==> config.mk <==
export PLATFORM = sky130hd
export DESIGN_NAME = fp_writeback_arbiter
export DESIGN_NICKNAME = d
export VERILOG_FILES = /design/src/rtl/fp_writeback_arbiter.sv
export SDC_FILE = /design/constraint.sdc
export NUM_CORES = 1
export LEC_CHECK = 0
export ABC_AREA = 1
export CAP_MARGIN = 15
export CORE_AREA = 4 4 131 133
export CTS_CLUSTER_DIAMETER = 150
export DETAILED_ROUTE_END_ITERATION = 10
export DIE_AREA = 0 0 135 137
export PLACE_DENSITY = 0.7
export SLEW_MARGIN = 40
export SYNTH_ARGS = -nofsm -noshare
export SYNTH_HDL_FRONTEND = slang
export SYNTH_SLANG_ARGS = --single-unit
==> constraint.sdc <==
create_clock -name clk -period 2.7 [get_ports clk]
set_input_delay 0.54 -clock clk [delete_from_list [all_inputs] [get_ports clk]]
set_output_delay 0.54 -clock clk [all_outputs]
set_load 0.05 [all_outputs]
==> src/rtl/fp_writeback_arbiter.sv <==
// fp_writeback_arbiter
//   Write-side front end of the FP register file (f0-f31). Merges results
//   from N_SRC producers onto the single write port using a round-robin
//   arbiter. It also keeps a 32-entry pending-write scoreboard, which issue
//   logic uses to detect RAW/WAW hazards.
//
// Ports
//   clk, rst                     clock, synchronous active-high reset
//   src_valid/src_ready          per-producer handshake (ready is combinational)
//   src_rd, src_data             flattened per-producer destination / value
//   rd_addr, wr_data, wr_en      registered register-file write port (1-cycle latency)
//   issue_valid, issue_rd        issuing FP instruction marks its rd pending
//   chk_rs1..3, chk_rd           hazard query addresses
//   busy_rs1..3, busy_rd         scoreboard bit for each queried register
//   busy_vec                     full scoreboard
//   err_sticky                   WAW issue or unexpected writeback seen since reset
module fp_writeback_arbiter #(
    parameter int N_SRC  = 3,
    parameter int DATA_W = 32,
    parameter int ADDR_W = 5
) (
    input  logic                       clk,
    input  logic                       rst,
    input  logic [N_SRC-1:0]           src_valid,
    output logic [N_SRC-1:0]           src_ready,
    input  logic [N_SRC*ADDR_W-1:0]    src_rd,
    input  logic [N_SRC*DATA_W-1:0]    src_data,
    output logic [ADDR_W-1:0]          rd_addr,
    output logic [DATA_W-1:0]          wr_data,
    output logic                       wr_en,
    input  logic                       issue_valid,
    input  logic [ADDR_W-1:0]          issue_rd,
    input  logic [ADDR_W-1:0]          chk_rs1,
    input  logic [ADDR_W-1:0]          chk_rs2,
    input  logic [ADDR_W-1:0]          chk_rs3,
    input  logic [ADDR_W-1:0]          chk_rd,
    output logic                       busy_rs1,
    output logic                       busy_rs2,
    output logic                       busy_rs3,
    output logic                       busy_rd,
    output logic [31:0]                busy_vec,
    output logic                       err_sticky
);

    localparam int              PTR_W   = (N_SRC > 1) ? $clog2(N_SRC) : 1;
    localparam logic [PTR_W:0]  N_SRC_W = (PTR_W+1)'(N_SRC);
    localparam logic [PTR_W-1:0] LAST   = PTR_W'(N_SRC - 1);

    logic [PTR_W-1:0]  ptr_q, ptr_d;
    logic              wr_en_q, wr_en_d;
    logic [ADDR_W-1:0] rd_addr_q, rd_addr_d;
    logic [DATA_W-1:0] wr_data_q, wr_data_d;
    logic [31:0]       busy_q, busy_d;
    logic              err_q, err_d;

    logic              gnt_found;
    logic [PTR_W-1:0]  gnt_idx;
    logic [PTR_W:0]    cand;
    logic              xfer;
    logic [ADDR_W-1:0] sel_rd;
    logic [DATA_W-1:0] sel_data;
    logic              clr_hit;

    // Round-robin search: walk ptr, ptr+1, ... wrapping at N_SRC, first valid wins.
    // cand is one bit wider than ptr so the wrap test cannot overflow.
    always_comb begin
        gnt_found = 1'b0;
        gnt_idx   = '0;
        cand      = '0;
        for (int k = 0; k < N_SRC; k++) begin
            cand = {1'b0, ptr_q} + (PTR_W+1)'(k);
            if (cand >= N_SRC_W) cand = cand - N_SRC_W;
            if (!gnt_found && src_valid[cand[PTR_W-1:0]]) begin
                gnt_found = 1'b1;
                gnt_idx   = cand[PTR_W-1:0];
            end
        end
    end

    // No grant is visible while reset is asserted, so nothing is consumed then.
    assign xfer = gnt_found && !rst;

    always_comb begin
        src_ready = '0;
        sel_rd    = '0;
        sel_data  = '0;
        for (int i = 0; i < N_SRC; i++) begin
            if (gnt_idx == PTR_W'(i)) begin
                src_ready[i] = xfer;
                sel_rd       = src_rd[i*ADDR_W +: ADDR_W];
                sel_data     = src_data[i*DATA_W +: DATA_W];
            end
        end
    end

    // A register being written back this cycle frees its scoreboard bit on the
    // same edge, so re-issuing to it now is legal.
    assign clr_hit = wr_en_q && (rd_addr_q == issue_rd);

    always_comb begin
        ptr_d     = ptr_q;
        wr_en_d   = xfer;
        rd_addr_d = rd_addr_q;
        wr_data_d = wr_data_q;
        if (xfer) begin
            ptr_d     = (gnt_idx == LAST) ? '0 : gnt_idx + PTR_W'(1);
            rd_addr_d = sel_rd;
            wr_data_d = sel_data;
        end

        // Clear first, then set: a same-edge set of the same register wins.
        busy_d = busy_q;
        if (wr_en_q)     busy_d[rd_addr_q] = 1'b0;
        if (issue_valid) busy_d[issue_rd]  = 1'b1;

        err_d = err_q
              | (issue_valid && busy_q[issue_rd] && !clr_hit)
              | (wr_en_q && !busy_q[rd_addr_q]);
    end

    always_ff @(posedge clk) begin
        if (rst) begin
            ptr_q     <= '0;
            wr_en_q   <= 1'b0;
            rd_addr_q <= '0;
            wr_data_q <= '0;
            busy_q    <= '0;
            err_q     <= 1'b0;
        end else begin
            ptr_q     <= ptr_d;
            wr_en_q   <= wr_en_d;
            rd_addr_q <= rd_addr_d;
            wr_data_q <= wr_data_d;
            busy_q    <= busy_d;
            err_q     <= err_d;
        end
    end

    assign wr_en      = wr_en_q;
    assign rd_addr    = rd_addr_q;
    assign wr_data    = wr_data_q;
    assign busy_vec   = busy_q;
    assign err_sticky = err_q;
    assign busy_rs1   = busy_q[chk_rs1];
    assign busy_rs2   = busy_q[chk_rs2];
    assign busy_rs3   = busy_q[chk_rs3];
    assign busy_rd    = busy_q[chk_rd];

endmodule

==> impl_metrics.yaml, run 1 <==
outcome:
  outcome: "finished, final reports clean"
placement:
  gp_congestion: 0.939
  dp_hpwl_um: 18300
  placed_area_sq_um: 8520
  place_inst: 1462
  io_buffers: 219
worst_setup_path:
  crit_path_frequent_cell: "nand2_1"
  crit_chain: "clkdlybuf4s50_1, nand2_1, nand3_2, nand2_4, nand2_1, nand2_1, inv_2, nand2_1, nand2_2, nand2_4, nor2_4, buf_12"
  cp_data_arrival_time_ns: 2.10
  required_ns: 2.16
  ff2ff_setup_slack_ns: 0.38
  critical-path-top-delay-family: "simple AND/OR/NAND/NOR gates"
  cp_max_fo: 7
  r2r_cells: 14
  cp_slowest_stage_delay_ns: 0.54
  regToRegStartpoint: "ptr_q[0]$_SDFFE_PP0P_"
  r2r_end: "wr_data[22]$_SDFFE_PP0P_"
  end_kind: "output pin"
  worst-path-buf-inv: 3
  worstSetupPathType: "primary input to output pin"
  start_kind: "primary input"
  cpMaxStageDelayCell: "clkdlybuf4s50_1"
grt:
  grt_max_degree: 42
  grt_pass1_wl_um: 37700
  grt_pass1_vias: 7039
  overflow: 0
  antenna_found_initial: 0
  grtUsageTotal: 0.257
drt:
  drtPass1Iterations: 5
  drc: 0
  drtIter0Drc: 827
  drt-vias-per-instance: 5.26
  via_count: 7832
  wl_per_cell_um: 16.8
  ant_nets: 0
  routed_wl_um: 25000
cells_and_area:
  multiInputGateArea_sq_um: 3820
  fillers: 1579
  final_area_sq_um: 8990
  nNetsFinal: 1415
  regArea_sq_um: 1470
  area_growth_pct: 54.2
  stdcell_count: 1489
  n_antenna_cell: 0
  drive_gt1_frac: 0.112
logic_synthesis:
  synth.distinct_cells: 31
  yosysWarnings: 0
  syn_nets: 1172
  async_flop_share: 0
  syn_area_per_cell_sq_um: 5.68
  synth_common_cells: "nand2_1, o21ai_0, nor2_1"
  synth.most_common_cell: "nand2_1"
  syn_area_sq_um: 5830
  synth_ff_type: "dfxtp_1"
  netlist_instances: 1026
  synth_top_area_cell: "dfxtp_1"
  seq_area_frac_synth: 0.251
  synth.top_cells.by_area: "dfxtp_1, nand2_1, o21ai_0"
  ys_ff_latch: 73
  synth_edf_count: 0
  synth_top_area_frac: 0.251
clocking:
  cts_buffers: 9
  path_clk_slew_ns: 0.06
  clk-insertion-delay-late_ns: 0.34
  h-tree-depth: 3
  cts_sinks: 73
  cts_tree: "built"
  cts_root_buf: "clkbuf_16"
  clockBufferDepth: 2
floorplan:
  rows: 46
  ios: 220
  die_area_sq_um: 18500
  die_x_um: 135
  core_sq_um: 15800
  dieHeight_um: 137
  initial_core_util: 0.368
hold_path:
  hold_class: "flop to flop"
  min_to: "wr_data[10]$_SDFFE_PP0P_"
  min_path_cells: 2
  min-delay-start: "wr_data[10]$_SDFFE_PP0P_"
sta:
  setup_viol: 0
  fin_worst_skew_ns: 0.0151
  tightest_slew_ns: 0.630
  finalHoldViolations: 0
  post-route-period-util: 0.976
  clock.fmax_ghz: 0.379
  maxSlewViolCount: 0
  holdWs_ns: 0.451
  period_needed_ns: 2.64
  slew_headroom: 0.577
  rsz0062_at_grt: "yes"
pwr:
  p_per_area_nw_per_um2: 804
  power.leakage_nw: 3.92
  vdd_ir_drop_max_v: 0.00100
job:
  cap_violations: 0
-- worst reg2reg max path, stage by stage (launching register included) --
cell      delay (ns)
dfxtp_4         0.36
inv_2           0.05
ha_4            0.30
inv_4           0.05
nand2_2         0.05
nand2_2         0.07
a21oi_4         0.22
nand3_2         0.10
nand2_1         0.08
nand2_2         0.10
buf_4           0.24
inv_1           0.34
nand2_1         0.10
nand2_1         0.09
o21bai_1        0.06
-- state kept, by name, indices dropped and copies added (netlist names) --
name / count
busy_vec: 32
err_sticky: 1
ptr_q: 2
rd_addr: 5
wr_data: 32
wr_en: 1
-- power by group --
group	internal (mW)	switching, mW
Sequential	1.33	0.189
Combinational	1.59	2.97
Clock	0.667	0.483
-- logic make-up after synthesis --
family,share of synthesized area
simple gates,0.417
buf+inv,0.108
compound gates,0.214
flops,0.251
fa+ha+maj,0.00858
xor+xnor,0.00150
-- area by class of cell --
type	instances	area share
Clock inverter	4	0.00320
Tap cell	216	0.0301
Multi-Input combinational cell	803	0.425
Timing Repair Buffer	283	0.308
Sequential cell	73	0.163
Inverter	99	0.0423
Clock buffer	11	0.0281
-- timing repair --
action / 4_1_cts / 5_1_grt
setup endpoints to repair: 4 / 7
hold buffers: 0 / 0
cloned: 0 / 2
resized for setup: 3 / 41
setup buffers: 0 / 10
pin swaps: 1 / 15
-- worst max-delay path by stage --
stage	startpoint	endpoint	slack [ns]	cells past startpoint
finish	src_valid[1]	src_ready[0]	0.06	12
global route	ptr_q[0]$_SDFFE_PP0P_	src_ready[0]	-0.04	11
CTS	ptr_q[0]$_SDFFE_PP0P_	src_ready[0]	-0.004	11
detailed placement	chk_rs3[0]	busy_rs3	-0.001	10
global placement	chk_rd[0]	busy_rd	0.02	10
floorplan	ptr_q[0]$_SDFFE_PP0P_	src_ready[0]	0.06	12
-- routing by layer --
metal / share of wire / track usage / wire length [um]
met1: 0.39 / 0.320 / 9810
met2: 0.47 / 0.428 / 11600
met3: 0.12 / 0.0735 / 2920
met5: 0 / 0 / 0
met4: 0.023 / 0.0896 / 582
-- cell usage in the layout (no fill, tap or decap), types with 8 or more instances in the layout --
cell type / n
nor2_1: 104
inv_2: 13
buf_12: 8
a21oi_1: 53
buf_4: 57
nand3_2: 9
clkbuf_16: 9
o22ai_1: 9
nand2_2: 9
nand2_1: 326
dfxtp_1: 71
o211ai_1: 20
nand3_1: 91
clkdlybuf4s50_1: 207
inv_1: 83
o21ai_0: 102
o221ai_1: 8
o21bai_1: 8
nor3_1: 20
nand4_1: 11
-- metrics by stage --
stage	worst slack [ns]	power [mW]	setup TNS (ns)	utilization
after detailed placement	-0.00121	5.92	-0.00121	0.538
after global routing	-0.0437	7.70	-0.126	0.568
after floorplan	0.0588	4.53	0	-
after global placement	0.0182	5.90	0	0.538
final	0.0635	7.23	0	0.568
after CTS	-0.00407	7.10	-0.00407	0.557
Note: power is estimated with default switching activity, not from simulation.
==> run 2: changes to the inputs <==
Settings changed: SKIP_LAST_GASP from default to 1.
Clock period 2.7 ns to 3.4 ns, I/O delays scaled along.
==> impl_metrics.yaml, run 2 (synthesis results as in run 1) <==
worst_setup_path:
  worst-path-buf-inv: 4
  crit_chain: "clkdlybuf4s50_1, inv_1, a21oi_1, o21ai_0, o211ai_1, nand3_1, nand2_1, inv_1, o21ai_0, buf_12"
  worstSetupPathType: "primary input to output pin"
  cp_slowest_stage_delay_ns: 0.50
  end_kind: "output pin"
  required_ns: 2.72
  cpMaxStageDelayCell: "clkdlybuf4s50_1"
  start_kind: "primary input"
  cp_num_cells: 10
  cp_data_arrival_time_ns: 2.52
  r2r_cells: 5
  cp_max_fo: 17
  critical-path-top-delay-family: "buffers and inverters"
sta:
  post-route-period-util: 0.941
  tightest_slew_ns: 0.714
  setup_viol: 0
  rsz0062_at_grt: "no"
  maxSlewViolCount: 0
  holdWs_ns: 0.448
  fin_worst_skew_ns: 0.0103
  finalHoldViolations: 0
  tns_ns: 0
  period_needed_ns: 3.20
  slew_headroom: 0.522
  clock.fmax_ghz: 0.312
floorplan:
  rows: 46
  dieHeight_um: 137
  ios: 220
  core_sq_um: 15800
  die_x_um: 135
  initial_core_util: 0.368
  die_area_sq_um: 18500
outcome:
  outcome: "finished, final reports clean"
clocking:
  hold_buffers: 0
  clockBufferDepth: 2
  h-tree-depth: 3
  cts_sinks: 73
  cts_root_buf: "clkbuf_16"
  postCtsSetupBuffers: 0
  cts-resized-gates: 0
  clk-insertion-delay-late_ns: 0.35
  path_clk_slew_ns: 0.06
  cts_buffers: 9
  cts_tree: "built"
grt:
  grtUsageTotal: 0.252
  use_met2: 0.413
  met1_usage: 0.302
  grt_pass1_vias: 7230
  overflow: 0
  grt_max_degree: 40
  busiest_layer: "met2"
  met3_usage: 0.0735
  antenna_found_initial: 0
  grt_pass1_wl_um: 37100
drt:
  routed_wl_um: 23700
  wl_per_cell_um: 16.3
  drtIter0Drc: 819
  via_count: 7683
  ant_nets: 0
  drc: 0
  drt-vias-per-instance: 5.30
  drtPass1Iterations: 7
placement:
  dp_hpwl_um: 17700
  io_buffers: 219
  gp_congestion: 0.951
cells_and_area:
  n_antenna_cell: 0
  multiInputGateArea_sq_um: 3740
  regArea_sq_um: 1460
  final_common_cell: "nand2_1"
  fillers: 1589
  layout_common_cells: "nand2_1, clkdlybuf4s50_1, o21ai_0"
  drive_gt1_frac: 0.0584
  area_growth_pct: 46.2
  nNetsFinal: 1374
pwr:
  power.leakage_nw: 3.66
  p_per_area_nw_per_um2: 637
  vdd_ir_drop_max_v: 0.000822
hold_path:
  hold_class: "flop to flop"
  min_path_cells: 2
job:
  cap_violations: 0
-- run 2: cell count changes in the layout (fill, tap and decap cells not counted), moves of 4 or more --
cell	before	now
inv_2	13	7
buf_4	57	24
dlymetal6s2s_1	5	0
clkdlybuf4s50_1	207	212
o21ai_0	102	109
nand2_1	326	331
o21ai_1	5	1
inv_1	83	92
-- run 2: worst register-to-register path, stage by stage (launching register included) --
cell     delay (ns)
dfxtp_1        0.65
inv_1          0.37
nor2_1         0.64
nand2_1        0.43
o21ai_0        0.30
a21oi_1        0.09
-- run 2: final timing paths --
| path | start | end | slack (ns) |
|---|---|---|---|
| setup / recovery | chk_rd[0] | busy_rd | 0.20 |
| hold / removal | wr_data[0]$_SDFFE_PP0P_ | wr_data[0]$_SDFFE_PP0P_ | 0.45 |
| setup reg to reg | rd_addr[1]$_SDFFE_PP0P_ | busy_vec[2]$_SDFF_PP0_ | 0.80 |
| hold reg to reg | wr_data[0]$_SDFFE_PP0P_ | wr_data[0]$_SDFFE_PP0P_ | 0.45 |
-- run 2: power by group --
part / total, mW / switching, mW / internal, mW / leakage [nW]
combinational: 3.36 / 2.25 / 1.11 / 2.93
clock: 0.853 / 0.364 / 0.489 / 0.130
sequential: 1.22 / 0.160 / 1.06 / 0.599
total: 5.43 / 2.78 / 2.65 / 3.66
-- run 2: routing by layer --
| metal | vias to the layer above | wire length, um |
|---|---|---|
| met5 | - | 0 |
| met4 | 0 | 1180 |
| met3 | 85 | 2790 |
| met2 | 463 | 10400 |
| met1 | 3371 | 9330 |
| li1 | 3764 | - |
-- run 2: area by class of cell --
cell class / count / area share
clock buffer: 12 / 0.0277
timing repair buffer: 242 / 0.284
sequential: 73 / 0.171
tap: 216 / 0.0317
inverter: 99 / 0.0436
clock inverter: 4 / 0.00235
multi-input combinational: 803 / 0.439
-- run 2: metrics by stage --
stage          cell area (sq um)  std cells   util  total power, mW  setup WS [ns]
2_1_floorplan               5830       1026      -             3.58          0.201
5_1_grt                     8520       1449  0.538             5.84         0.0771
4_1_cts                     8520       1449  0.538             5.46          0.235
6_report                    8520       1449  0.538             5.43          0.200
3_5_place_dp                8270       1433  0.522             4.58          0.244
3_3_place_gp                8270       1433  0.522             4.57          0.345
==> run 3: changes to the inputs <==
Settings changed: CORE_AREA 4 4 131 133 to 4 4 119 121, DIE_AREA 0 0 135 137 to 0 0 123 125, GPL_TIMING_DRIVEN from default to 1, PLACE_DENSITY 0.7 to 0.83, REMOVE_ABC_BUFFERS from default to 1.
==> impl_metrics.yaml, run 3 (synthesis results as in run 1) <==
outcome:
  outcome: "finished, final reports clean"
clocking:
  cts_root_buf: "clkbuf_16"
  clk-insertion-delay-late_ns: 0.34
  cts_buffers: 9
  cts_tree: "built"
  clockBufferDepth: 2
  cts-resized-gates: 0
  cts_sinks: 73
  path_clk_slew_ns: 0.06
  h-tree-depth: 3
  postCtsSetupBuffers: 0
  hold_buffers: 0
drt:
  dr_wl_met2_um: 10800
  m1WireLength_um: 8820
  routed.top_layer: "met4"
  ant_nets: 0
  via_count: 7761
  drc: 0
  drtPass1Iterations: 5
  wl_per_cell_um: 16.9
  drtIter0Drc: 696
  routed-wl-met3_um: 2960
  drt-vias-per-instance: 5.53
  routed_wl_um: 23700
worst_setup_path:
  cp_slowest_stage_delay_ns: 0.50
  crit_path_frequent_cell: "nand2_1"
  required_ns: 2.72
  cp_data_arrival_time_ns: 2.46
  start_kind: "primary input"
  crit_path_start: "src_valid[2]"
  cp_max_fo: 7
  ff2ff_setup_slack_ns: 0.46
  r2r_end: "rd_addr[0]$_SDFFE_PP0P_"
  critical-path-top-delay-family: "buffers and inverters"
  r2r_cells: 13
  cpMaxStageDelayCell: "clkdlybuf4s50_1"
  crit_chain: "clkdlybuf4s50_1, inv_1, o21ai_1, nand2_4, nand2_1, nand2_1, inv_2, nand2_1, nand2_2, nand2_1, nor2_1, buf_12"
  end_kind: "output pin"
  crit_end: "src_ready[0]"
  regToRegStartpoint: "ptr_q[0]$_SDFFE_PP0P_"
  worstSetupPathType: "primary input to output pin"
  cp_num_cells: 12
  worst-path-buf-inv: 4
cells_and_area:
  area_growth_pct: 45.7
  nNetsFinal: 1368
  n_antenna_cell: 0
  layout_common_cells: "nand2_1, clkdlybuf4s50_1, o21ai_0"
  final_common_cell: "nand2_1"
  drive_gt1_frac: 0.0562
grt:
  grt_pass1_wl_um: 36800
  overflow: 0
  grt_max_degree: 62
  antenna_found_initial: 0
  grtUsageTotal: 0.298
  grt_pass1_vias: 7253
floorplan:
  initial_core_util: 0.446
  dieHeight_um: 125
  ios: 220
  die_x_um: 123
  rows: 42
  core_sq_um: 13100
  die_area_sq_um: 15400
pwr:
  power.leakage_nw: 3.65
  p_sw_frac: 0.506
  seqPwrFrac: 0.217
  p_per_area_nw_per_um2: 665
  cell_internal_pwr_mw: 2.79
  combPwrFrac: 0.598
  clock_power_share: 0.185
  finalPower_mw: 5.65
  vdd_ir_drop_max_v: 0.000560
  p_sw_mw: 2.86
sta:
  setup_viol: 0
  clock.fmax_ghz: 0.318
  fin_worst_skew_ns: 0.00709
  post-route-period-util: 0.925
  rsz0062_at_grt: "no"
  slew_headroom: 0.437
  tns_ns: 0
  period_needed_ns: 3.14
  tightest_slew_ns: 0.838
  maxSlewViolCount: 0
  finalHoldViolations: 0
placement:
  dp_hpwl_um: 17400
  io_buffers: 219
  gp_congestion: 0.941
hold_path:
  hold_class: "flop to flop"
job:
  cap_violations: 0
[run 3: power by group through the flow]
stage                     Clock (mW)  Combinational, mW  Sequential, mW
after CTS                       1.05               3.36            1.22
after global routing            1.09               3.65            1.25
final                           1.05               3.38            1.22
after detailed placement           0               3.34            1.23
after global placement             0               3.31            1.23
after floorplan                    0               1.53            1.84
[run 3: stage by stage]
step                      std cells   util  setup slack, ns  hold WS [ns]  cell area, sq um
final                          1403  0.649            0.256         0.457              8500
after global routing           1403  0.649           0.0573         0.467              8500
after CTS                      1403  0.649            0.266         0.455              8500
after detailed placement       1387  0.624            0.207         0.445              8170
after global placement         1387  0.624            0.311         0.436              8170
after floorplan                 975      -           -0.568         0.519              5570
[run 3: layout make-up]
class                           count  area, sq um
Fill cell                        1194         4590
Multi-Input combinational cell    803         3740
Timing Repair Buffer              236         2380
Sequential cell                    73         1460
Inverter                           99          372
Clock buffer                        9          225
Tap cell                          176          220
Clock inverter                      7          101
[run 3: worst min-delay path, delay by kind of cell (launching register included)]
family / cells / cell delay [ns]
and+or+nand+nor: 2 / 0.10
DFF: 1 / 0.31
[run 3: how the worst min path moves through the flow]
stage | from | end | slack [ns] | depth (start not counted)
after global routing | wr_data[25]$_SDFFE_PP0P_ | wr_data[25]$_SDFFE_PP0P_ | 0.47 | 2
after CTS | wr_data[11]$_SDFFE_PP0P_ | wr_data[11]$_SDFFE_PP0P_ | 0.46 | 2
after global placement | wr_data[5]$_SDFFE_PP0P_ | wr_data[5]$_SDFFE_PP0P_ | 0.44 | 2
after floorplan | ptr_q[1]$_SDFFE_PP0P_ | ptr_q[1]$_SDFFE_PP0P_ | 0.52 | 2
after detailed placement | wr_data[27]$_SDFFE_PP0P_ | wr_data[27]$_SDFFE_PP0P_ | 0.44 | 2
final | wr_data[1]$_SDFFE_PP0P_ | wr_data[1]$_SDFFE_PP0P_ | 0.46 | 2
[run 3: layer usage]
metal  vias up  GRT usage
li1       3754          -
met1      3401      0.369
met2       514      0.486
met3        92     0.0777
met4         0      0.129
met5         -          0
